File: src/rtl/dll_tx_fc_gate_if.sv
// TLP request handshake between the transaction-layer scheduler (master)
// and the transmit flow-control credit gate (slave).
interface dll_tx_fc_gate_if #(
  parameter int unsigned TLP_DCRED_WIDTH = 10
);
  logic                       tlp_req_vld;
  logic [1:0]                 tlp_req_type;
  logic [TLP_DCRED_WIDTH-1:0] tlp_req_dcred;
  logic                       tlp_req_rdy;

  modport master (
    output tlp_req_vld,
    output tlp_req_type,
    output tlp_req_dcred,
    input  tlp_req_rdy
  );

  modport slave (
    input  tlp_req_vld,
    input  tlp_req_type,
    input  tlp_req_dcred,
    output tlp_req_rdy
  );
endinterface

File: src/rtl/dll_tx_fc_gate.sv
// Transmit flow-control credit gate: accepts a TLP only when the link partner has
// advertised enough header and data credits for its type (P, NP, Cpl).
module dll_tx_fc_gate #(
  parameter int unsigned HDR_CRED_WIDTH  = 8,
  parameter int unsigned DATA_CRED_WIDTH = 12,
  parameter int unsigned TLP_DCRED_WIDTH = 10
) (
  input  logic                       clk_i,
  input  logic                       rst_i,
  input  logic                       phy_link_up_i,
  input  logic                       fc1_values_stored_i,
  input  logic                       update_fc_i,
  input  logic [HDR_CRED_WIDTH-1:0]  tx_fc_ph_i,
  input  logic [DATA_CRED_WIDTH-1:0] tx_fc_pd_i,
  input  logic [HDR_CRED_WIDTH-1:0]  tx_fc_nph_i,
  input  logic [DATA_CRED_WIDTH-1:0] tx_fc_npd_i,
  input  logic [HDR_CRED_WIDTH-1:0]  tx_fc_cplh_i,
  input  logic [DATA_CRED_WIDTH-1:0] tx_fc_cpld_i,
  dll_tx_fc_gate_if.slave            tlp_req_io,
  output logic                       fc_init_done_o,
  output logic [2:0]                 fc_stall_o
);

  typedef logic [HDR_CRED_WIDTH-1:0]  hcred_t;
  typedef logic [DATA_CRED_WIDTH-1:0] dcred_t;

  localparam hcred_t HalfH = hcred_t'(1) << (HDR_CRED_WIDTH - 1);
  localparam dcred_t HalfD = dcred_t'(1) << (DATA_CRED_WIDTH - 1);

  typedef enum logic [0:0] {StInit, StActive} state_e;

  state_e state_q, state_d;

  // Per-type arrays are indexed by TLP type: 0=P, 1=NP, 2=Cpl.
  logic [2:0][HDR_CRED_WIDTH-1:0]  lim_h_q, lim_h_d, cons_h_q, cons_h_d, lim_h_in;
  logic [2:0][DATA_CRED_WIDTH-1:0] lim_d_q, lim_d_d, cons_d_q, cons_d_d, lim_d_in;
  logic [2:0]                      hinf_q, hinf_d, dinf_q, dinf_d;
  logic [2:0]                      stall_q, stall_d;

  logic                       in_active, latch_lim, link_drop, reload, accept;
  logic                       req_vld, req_rdy, type_ok, hdr_ok, data_ok;
  logic [1:0]                 sel;
  logic [TLP_DCRED_WIDTH-1:0] req_dcred;
  dcred_t                     dreq;
  hcred_t                     h_room;
  dcred_t                     d_room;

  assign req_vld   = tlp_req_io.tlp_req_vld;
  assign req_dcred = tlp_req_io.tlp_req_dcred;
  assign type_ok   = (tlp_req_io.tlp_req_type != 2'd3);
  assign sel       = type_ok ? tlp_req_io.tlp_req_type : 2'd0;
  assign dreq      = dcred_t'(req_dcred);

  assign lim_h_in = {tx_fc_cplh_i, tx_fc_nph_i, tx_fc_ph_i};
  assign lim_d_in = {tx_fc_cpld_i, tx_fc_npd_i, tx_fc_pd_i};

  // Modular distance to the limit; values past half the range mean "overshoot".
  assign h_room  = lim_h_q[sel] - (cons_h_q[sel] + hcred_t'(1));
  assign d_room  = lim_d_q[sel] - (cons_d_q[sel] + dreq);
  assign hdr_ok  = hinf_q[sel] || (h_room <= HalfH);
  assign data_ok = dinf_q[sel] || (req_dcred == '0) || (d_room <= HalfD);

  // FSM state register
  always_ff @(posedge clk_i or posedge rst_i) begin
    if (rst_i) begin
      state_q <= StInit;
    end else begin
      state_q <= state_d;
    end
  end

  // FSM next state
  always_comb begin
    state_d = state_q;
    unique case (state_q)
      StInit:   if (fc1_values_stored_i && phy_link_up_i) state_d = StActive;
      StActive: if (!phy_link_up_i) state_d = StInit;
      default:  state_d = StInit;
    endcase
  end

  // FSM outputs and datapath controls
  always_comb begin
    in_active = (state_q == StActive);
    latch_lim = (state_q == StInit) && fc1_values_stored_i && phy_link_up_i;
    link_drop = in_active && !phy_link_up_i;
    reload    = in_active && update_fc_i;
    req_rdy   = in_active && req_vld && type_ok && hdr_ok && data_ok;
    accept    = req_rdy;
    fc_init_done_o = in_active;
  end

  assign tlp_req_io.tlp_req_rdy = req_rdy;
  assign fc_stall_o             = stall_q;

  always_comb begin
    lim_h_d  = lim_h_q;
    lim_d_d  = lim_d_q;
    cons_h_d = cons_h_q;
    cons_d_d = cons_d_q;
    hinf_d   = hinf_q;
    dinf_d   = dinf_q;
    stall_d  = '0;
    if (latch_lim) begin
      lim_h_d  = lim_h_in;
      lim_d_d  = lim_d_in;
      cons_h_d = '0;
      cons_d_d = '0;
      for (int i = 0; i < 3; i++) begin
        hinf_d[i] = (lim_h_in[i] == '0);
        dinf_d[i] = (lim_d_in[i] == '0);
      end
    end else if (link_drop) begin
      cons_h_d = '0;
      cons_d_d = '0;
      hinf_d   = '0;
      dinf_d   = '0;
    end else begin
      // Reload and consumption both land on the same edge; the check used old limits.
      if (reload) begin
        for (int i = 0; i < 3; i++) begin
          if (!hinf_q[i]) lim_h_d[i] = lim_h_in[i];
          if (!dinf_q[i]) lim_d_d[i] = lim_d_in[i];
        end
      end
      if (accept) begin
        cons_h_d[sel] = cons_h_q[sel] + hcred_t'(1);
        cons_d_d[sel] = cons_d_q[sel] + dreq;
      end
    end
    if (in_active && req_vld && type_ok && !req_rdy) stall_d[sel] = 1'b1;
  end

  always_ff @(posedge clk_i or posedge rst_i) begin
    if (rst_i) begin
      lim_h_q  <= '0;
      lim_d_q  <= '0;
      cons_h_q <= '0;
      cons_d_q <= '0;
      hinf_q   <= '0;
      dinf_q   <= '0;
      stall_q  <= '0;
    end else begin
      lim_h_q  <= lim_h_d;
      lim_d_q  <= lim_d_d;
      cons_h_q <= cons_h_d;
      cons_d_q <= cons_d_d;
      hinf_q   <= hinf_d;
      dinf_q   <= dinf_d;
      stall_q  <= stall_d;
    end
  end

endmodule

File: src/flat_wrapper.sv
// flat-port wrapper written by rule: the top's interface ports become plain ports
module dll_tx_fc_gate_flat 
#(
  parameter int unsigned HDR_CRED_WIDTH  = 8,
  parameter int unsigned DATA_CRED_WIDTH = 12,
  parameter int unsigned TLP_DCRED_WIDTH = 10
)
  (clk_i, rst_i, phy_link_up_i, fc1_values_stored_i, update_fc_i, tx_fc_ph_i, tx_fc_pd_i, tx_fc_nph_i, tx_fc_npd_i, tx_fc_cplh_i, tx_fc_cpld_i, fc_init_done_o, fc_stall_o, tlp_req_io_tlp_req_vld, tlp_req_io_tlp_req_type, tlp_req_io_tlp_req_dcred, tlp_req_io_tlp_req_rdy);
  dll_tx_fc_gate_if #(.TLP_DCRED_WIDTH(TLP_DCRED_WIDTH)) tlp_req_io_i ();
  input  logic clk_i;
  input  logic rst_i;
  input  logic phy_link_up_i;
  input  logic fc1_values_stored_i;
  input  logic update_fc_i;
  input  logic [HDR_CRED_WIDTH-1:0] tx_fc_ph_i;
  input  logic [DATA_CRED_WIDTH-1:0] tx_fc_pd_i;
  input  logic [HDR_CRED_WIDTH-1:0] tx_fc_nph_i;
  input  logic [DATA_CRED_WIDTH-1:0] tx_fc_npd_i;
  input  logic [HDR_CRED_WIDTH-1:0] tx_fc_cplh_i;
  input  logic [DATA_CRED_WIDTH-1:0] tx_fc_cpld_i;
  output logic fc_init_done_o;
  output logic [2:0] fc_stall_o;
  input wire logic [$bits(tlp_req_io_i.tlp_req_vld)-1:0] tlp_req_io_tlp_req_vld;
  input wire logic [$bits(tlp_req_io_i.tlp_req_type)-1:0] tlp_req_io_tlp_req_type;
  input wire logic [$bits(tlp_req_io_i.tlp_req_dcred)-1:0] tlp_req_io_tlp_req_dcred;
  output wire logic [$bits(tlp_req_io_i.tlp_req_rdy)-1:0] tlp_req_io_tlp_req_rdy;
  assign tlp_req_io_i.tlp_req_vld = tlp_req_io_tlp_req_vld;
  assign tlp_req_io_i.tlp_req_type = tlp_req_io_tlp_req_type;
  assign tlp_req_io_i.tlp_req_dcred = tlp_req_io_tlp_req_dcred;
  assign tlp_req_io_tlp_req_rdy = tlp_req_io_i.tlp_req_rdy;
  dll_tx_fc_gate #(.HDR_CRED_WIDTH(HDR_CRED_WIDTH), .DATA_CRED_WIDTH(DATA_CRED_WIDTH), .TLP_DCRED_WIDTH(TLP_DCRED_WIDTH)) u_core (.clk_i(clk_i), .rst_i(rst_i), .phy_link_up_i(phy_link_up_i), .fc1_values_stored_i(fc1_values_stored_i), .update_fc_i(update_fc_i), .tx_fc_ph_i(tx_fc_ph_i), .tx_fc_pd_i(tx_fc_pd_i), .tx_fc_nph_i(tx_fc_nph_i), .tx_fc_npd_i(tx_fc_npd_i), .tx_fc_cplh_i(tx_fc_cplh_i), .tx_fc_cpld_i(tx_fc_cpld_i), .tlp_req_io(tlp_req_io_i), .fc_init_done_o(fc_init_done_o), .fc_stall_o(fc_stall_o));
endmodule
File: config.mk
export PLATFORM = sky130hd
export DESIGN_NAME = dll_tx_fc_gate_flat
export DESIGN_NICKNAME = d
export VERILOG_FILES = /design/src/rtl/dll_tx_fc_gate_if.sv /design/src/rtl/dll_tx_fc_gate.sv /design/src/flat_wrapper.sv
export SDC_FILE = /design/constraint.sdc
export NUM_CORES = 1
export LEC_CHECK = 0
export ABC_CLOCK_PERIOD_IN_PS = 5200
export BUFFER_PORTS_ARGS = -buffer_cell sky130_fd_sc_hd__buf_4
export CORE_MARGIN = 4
export CORE_UTILIZATION = 53
export DETAILED_ROUTE_END_ITERATION = 8
export PLACE_DENSITY = 0.76
export SLEW_MARGIN = 30
export SYNTH_ARGS = -nofsm -noshare
export SYNTH_HDL_FRONTEND = slang
export SYNTH_SLANG_ARGS = --single-unit
File: constraint.sdc
create_clock -name clk_i -period 5.2 [get_ports clk_i]
set_input_delay 0 -clock clk_i [delete_from_list [all_inputs] [get_ports clk_i]]
set_output_delay 0 -clock clk_i [all_outputs]
set_load 0.02 [all_outputs]
# --- Word level (Yosys, flattened, before mapping) ---
# Cells that the tools add are included.
# W data, S select, Z words.
totals:
  register_bits: 130
  word_cells: 111
  in_bits: 78
  output_inout_bits: 5
classes:
  n_eq_ne: 8
  mux: 46
  n_reduce_logical: 32
  order_cmp: 4
  addsub: 4
  bitwise: 1
op_table:
  columns: ["op", "count"]
  rows:
  - ["$mux W36", 6]
  - ["$mux W24", 6]
  - ["$mux W12", 6]
  - ["$bmux W12 S2", 2]
  - ["$mux W8", 6]
  - ["$bwmux W36", 1]
  - ["$logic_not A12 Y1", 3]
  - ["$bmux W8 S2", 2]
  - ["$bwmux W24", 1]
  - ["$demux W12 S2", 1]
  - ["$logic_not A8 Y1", 3]
  - ["$reduce_and A3 Y1", 6]
  - ["$demux W8 S2", 1]
  - ["$ne A2 B2 Y1 const B", 7]
  - ["$add A12 B10 Y12", 1]
  - ["$le A12 B12 Y1 const B", 1]
  - ["$mux W3", 4]
  - ["$sub A12 B12 Y12", 1]
  - ["$logic_and A1 B1 Y1", 11]
  - ["$logic_not A10 Y1", 1]
  - ["$add A8 B1 Y8 const B", 1]
  - ["$le A8 B8 Y1 const B", 1]
  - ["$sub A8 B8 Y8", 1]
  - ["$mux W1", 5]
  - ["12 further kinds", 17]

# --- Longest topological paths before layout ---
depth:
  word_depth: 13
  mapped_depth: 30
  mapped_depth_nobuf: 25

# --- Worst setup path after synthesis ---
# Ideal clock, no wire load.
synth_path:
  kind: "input to register"
  start: "in tlp_req_io_tlp_req_type[0]"
  end: "reg u_core.cons_d_q[14] (netlist name)"
  setup_time_ps: 121
  cell_stages: 26
  path_slack_ps: -486
  required_time_ps: 5079
  path_buffers: 6
  arrival_time_ps: 5565
  cell_sequence: "inv_1 -> ha_1 -> buf_6 -> buf_12 -> clkbuf_1 -> buf_1 -> mux2i_1 -> o21ai_0 -> ha_1 -> fa_1 -> a21o_1 -> a21oi_1 -> o21bai_1 -> a21oi_1 -> xnor2_1 -> inv_1 -> ha_1 -> clkbuf_1 -> a21o_1 -> a2111oi_0 -> nand4_1 -> o41ai_2 -> o32a_2 -> a31oi_1 -> buf_4 -> a22o_1"
synth_between:
  elab_chain_len: 11
  word_cells_on_any_way: 36
  classes_between: "add/sub (4); order compare (4); eq/ne (1); mux (19); reduce/logical (8)"
synth_rtl:
  columns: ["element", "line_no", "rtl"]
  rows:
  - ["start, declared", "flat_wrapper.sv:24", "input wire logic [$bits(tlp_req_io_i.tlp_req_type)-1:0] tlp_req_io_tlp_req_type;"]
  - ["branches (longest 11 deep; another with $add A12 B10 Y12)", null, null]
  - ["end signal, assigned", "dll_tx_fc_gate.sv:147", "cons_d_q <= cons_d_d;"]
  - ["end, declared", "dll_tx_fc_gate.sv:36", "logic [2:0][DATA_CRED_WIDTH-1:0] lim_d_q, lim_d_d, cons_d_q, cons_d_d, lim_d_in;"]
# Parallel ways; which one is timed is not known. The select of a mux whose other input is x is not followed.
# A chain may end at the register's enable or synchronous reset.

# --- Final worst setup path ---
layout_path:
  start: "reg u_core.cons_d_q[24] (netlist name)"
  end: "out tlp_req_io_tlp_req_rdy"
layout_between:
  elab_chain_len: 7
layout_rtl:
  columns: ["element", "line_no", "rtl"]
  rows:
  - ["$bmux W12 S2", "dll_tx_fc_gate.sv:59", "assign d_room = lim_d_q[sel] - (cons_d_q[sel] + dreq);"]
  - ["$mux W12 (not written as such)", "dll_tx_fc_gate.sv:59", null]
  - ["$add A12 B10 Y12", "dll_tx_fc_gate.sv:59", null]
  - ["$sub A12 B12 Y12", "dll_tx_fc_gate.sv:59", null]
  - ["$le A12 B12 Y1", "dll_tx_fc_gate.sv:61", "assign data_ok = dinf_q[sel] || (req_dcred == '0) || (d_room <= HalfD);"]
  - ["$logic_or A1 B1 Y1", "dll_tx_fc_gate.sv:61", null]
  - ["$logic_and A1 B1 Y1", "dll_tx_fc_gate.sv:88", "req_rdy = in_active && req_vld && type_ok && hdr_ok && data_ok;"]
  - ["end, declared", "flat_wrapper.sv:26", "output wire logic [$bits(tlp_req_io_i.tlp_req_rdy)-1:0] tlp_req_io_tlp_req_rdy;"]
# No other way between the ends. The select of a mux whose other input is x is not followed.

==> results_dict.tcl <==
set metrics [dict create \
    status "finished, final reports clean" \
    combPwrFrac_pct 27.4 \
    vias 6328 \
    drive_gt1_share_pct 26.50 \
    worst-path-buf-inv 4 \
    cpMostUsedCell "buf_4" \
    synth_edf_count 0 \
    setup_tns_ps 0 \
    clockPowerShare_pct 35.8 \
    multi_input_area_mm2 0.004076 \
    design_area_mm2 0.009712 \
    path_class "reg -> out" \
    place_hpwl_um 13500 \
    yosys.area.top_type "dfrtp_1" \
    syn_to_final_growth_pct 28.00 \
    clk_path_buf_depth 2 \
    pwr-share-seq_pct 36.9 \
    clock_latency_ps 430 \
    start_util_pct 54.45 \
    seq_area_frac_synth_pct 42.88 \
    pre_cts_slack_ps -34.03 \
    postRouteAntennaNets 0 \
    period_share_pct 94.37 \
    p_total_mw 3.197 \
    firstDrtPassIters 5 \
    final.setup.worst_slack_ps 292.6 \
    clockRootBuffer "clkbuf_16" \
    cp-start-kind "flip-flop" \
    wl_per_cell_um 19.78 \
    core_region_area_mm2 0.01393 \
    fin_skew_ps 12.13 \
    hold_path.class "in -> reg" \
    slew_headroom_pct 44.70 \
    cp.arrival_ps 4910 \
    synth_top_area_share_pct 42.88 \
    ys.flop_type "dfrtp_1" \
    fin_crit_ps 4907 \
    io_pins 83 \
    grt_overflow 0 \
    fill_cells 944 \
    internal-power_mw 2.186 \
    p_sw_share_pct 31.62 \
    fin_nets 967 \
    cts_tree "yes" \
    io_buffers 82 \
    syn_area_mm2 0.007587 \
    grt_start_max_net_pins 67 \
    dpl_cell_area_mm2 0.008416 \
    power.density_mw_per_mm2 329.2 \
    dieArea_mm2 0.01629 \
    hold_viol 0 \
    slowest_stage "ha_1" \
    drv_cap 0 \
    worst-path-max-fanout 7 \
    drv_slew 0 \
    final_core_util_pct 69.70 \
    antenna_found_initial 1 \
    ys_ff_latch 130 \
    track_usage_pct 25.61 \
    cts-buffers-inserted 17 \
    yosysWarnings 0 \
    synth_cell_types 62 \
    rows 43 \
    cpPeakStageDelay_ps 420 \
    clock.fmax_ghz 0.2038 \
    cp.required_ps 5200 \
    clk_pin_slew_ps 60 \
    wirelength_um 20670 \
    grt_pass1_vias 6597 \
    syn_inst 697 \
    grt_pass1_wl_um 32980 \
    seqCellArea_mm2 0.003253 \
    ir_worst_vdd_uv 245.6 \
    worst_pin_slew_ps 829.4 \
    vias_per_cell 6.056 \
    die_w_um 127.6 \
    ys_top_cells_by_area "dfrtp_1 43%, mux2_2 9.1%, a22o_1 7.3%, mux2i_1 5.7%, ha_1 5.6%" \
    p_leak_nw 4.472 \
    cp_cell_sequence "mux2i_1 -> o21ai_0 -> ha_1 -> fa_1 -> a21o_1 -> a21oi_1 -> buf_4 -> xnor2_1 -> inv_1 -> ha_1 -> o2111ai_2 -> a221o_1 -> o31ai_1 -> nand4_1 -> o41ai_4 -> buf_4 -> o32ai_4 -> nor3_2 -> buf_4" \
    drt_iter0_markers 548 \
    switchingPower_mw 1.011 \
    cts.sinks 130 \
    synth_nets 812 \
    synthArstFlopShare_pct 100.0 \
    critPathCaptureType "output pin" \
    htreeDepth 4 \
    route.detailed.drc 0 \
    dieHeight_um 127.6 \
    critPathTopFamily "compound AO/OA/AOI/OAI gates" \
    gp_congestion 0.8850 \
    synth.avg_cell_area_um2 10.89 \
    setup_viol 0 \
]
==> cell families after synthesis <==
family	after synthesis	synth area share, %
and+or+nand+nor	148	10.32
AOI/OAI and AO/OA	191	18.34
xor gates and xnor gates	23	2.952
DFF	130	42.88
muxes	104	14.73
buffers and inverters	64	4.386
adders and majority gates	37	6.398
==> Yosys cell counts, drive strengths merged, types with 7 or more instances <==
library cell / instances
dfrtp: 130
a22o: 63
mux2: 61
o21ai: 58
nand2: 50
mux2i: 43
nor2: 35
ha: 34
inv: 31
a21oi: 24
clkbuf: 18
nor3: 16
buf: 15
xnor2: 13
a21o: 10
nor4: 10
xor2: 9
nand3: 7
o2bb2ai: 7
==> routing by layer <==
metal	vias up	part of all wire, %	track usage (%)
li1	2888	-	-
met5	-	0	0
met3	45	5.1	4.766
met4	0	2.2	9.551
met1	3156	41	31.60
met2	239	51	44.75
==> flip-flops by register name (all words and copies together) (netlist names) <==
register,flops
u_core.lim_h_q,24
u_core.cons_d_q,36
u_core.fc_init_done_o,1
u_core.lim_d_q,36
u_core.cons_h_q,24
u_core.fc_stall_o,3
u_core.hinf_q,3
u_core.dinf_q,3
==> power by group through the flow <==
stage	logic, mW	registers (mW)	clock network (mW)
2_1_floorplan	0.558	1.17	0
5_1_grt	0.950	1.19	1.20
3_3_place_gp	0.716	1.18	0
6_report	0.875	1.18	1.14
3_5_place_dp	0.757	1.19	0
4_1_cts	0.805	1.18	1.15
==> final timing paths <==
check / cells after the start / to / slack [ps] / startpoint
setup reg to reg: 20 / u_core.cons_d_q[25] / 300 / u_core.cons_d_q[24]
min in group asynchronous: 3 / u_core.lim_d_q[0] / 280 / rst_i
hold / removal: 3 / u_core.fc_stall_o[0] / 90 / tlp_req_io_tlp_req_type[1]
max in group asynchronous: 4 / u_core.cons_h_q[10] / 3540 / rst_i
hold reg to reg: 1 / u_core.cons_d_q[23] / 490 / u_core.cons_d_q[23]
setup / recovery: 19 / tlp_req_io_tlp_req_rdy / 290 / u_core.cons_d_q[24]
==> final cells by class <==
| type | count | share of cell area [%] |
|---|---|---|
| well taps | 180 | 2.319 |
| clock buffers | 17 | 4.380 |
| clock inverters | 14 | 1.353 |
| flip-flops and latches | 130 | 33.50 |
| repair buffers | 169 | 15.23 |
| multi-input cells | 503 | 41.97 |
| inverters | 31 | 1.224 |
| diodes | 1 | 0.02577 |
==> per-stage QoR <==
stage | hold slack [ps] | cells
global route | 89.07 | 1045
CTS | 70.81 | 1041
floorplan | 150.5 | 697
finish | 85.38 | 1045
detailed placement | 208.5 | 946
global placement | 195.6 | 946
==> layout by cell type, fill, tap and decap left out, types with 3 or more instances in the layout <==
cell / instances
o21ai_0: 52
clkinvlp_4: 4
o2bb2ai_1: 5
dfrtp_1: 130
nand3_1: 7
xnor2_1: 11
o21ai_1: 5
nor3_1: 15
and2_1: 3
a21oi_1: 21
buf_4: 101
fa_1: 3
buf_12: 4
nor2b_1: 3
nand4_1: 3
a22o_1: 63
nand2_1: 49
mux2i_1: 43
a31oi_1: 4
inv_1: 28
a21o_1: 10
nor4_1: 10
nor2_8: 3
dlygate4sd3_1: 64
ha_1: 32
xor2_1: 8
clkbuf_16: 17
inv_6: 5
nand4b_1: 5
and3_1: 3
mux2_2: 61
nor2_1: 32
==> worst register-to-register path: stages (launching register included) <==
cell,delay (ps)
dfrtp_1,390
mux2i_1,140
o21ai_0,130
ha_1,250
fa_1,410
a21o_1,210
a21oi_1,190
buf_4,140
xnor2_1,220
inv_1,130
ha_1,420
o2111ai_2,210
a221o_1,360
o31ai_1,70
nand4_1,190
o41ai_4,400
buf_4,180
o32ai_4,110
buf_4,190
nor2_8,280
a22o_1,220
==> what timing repair did <==
item | 4_1_cts | 5_1_grt
hold buffers | 64 | 0
resized for setup | 2 | 14
pin swaps | 0 | 4
setup endpoints to repair | 1 | 61
hold endpoints to repair | 131 | 0
setup buffers | 0 | 3
Note: power is estimated with default switching activity, not from simulation.
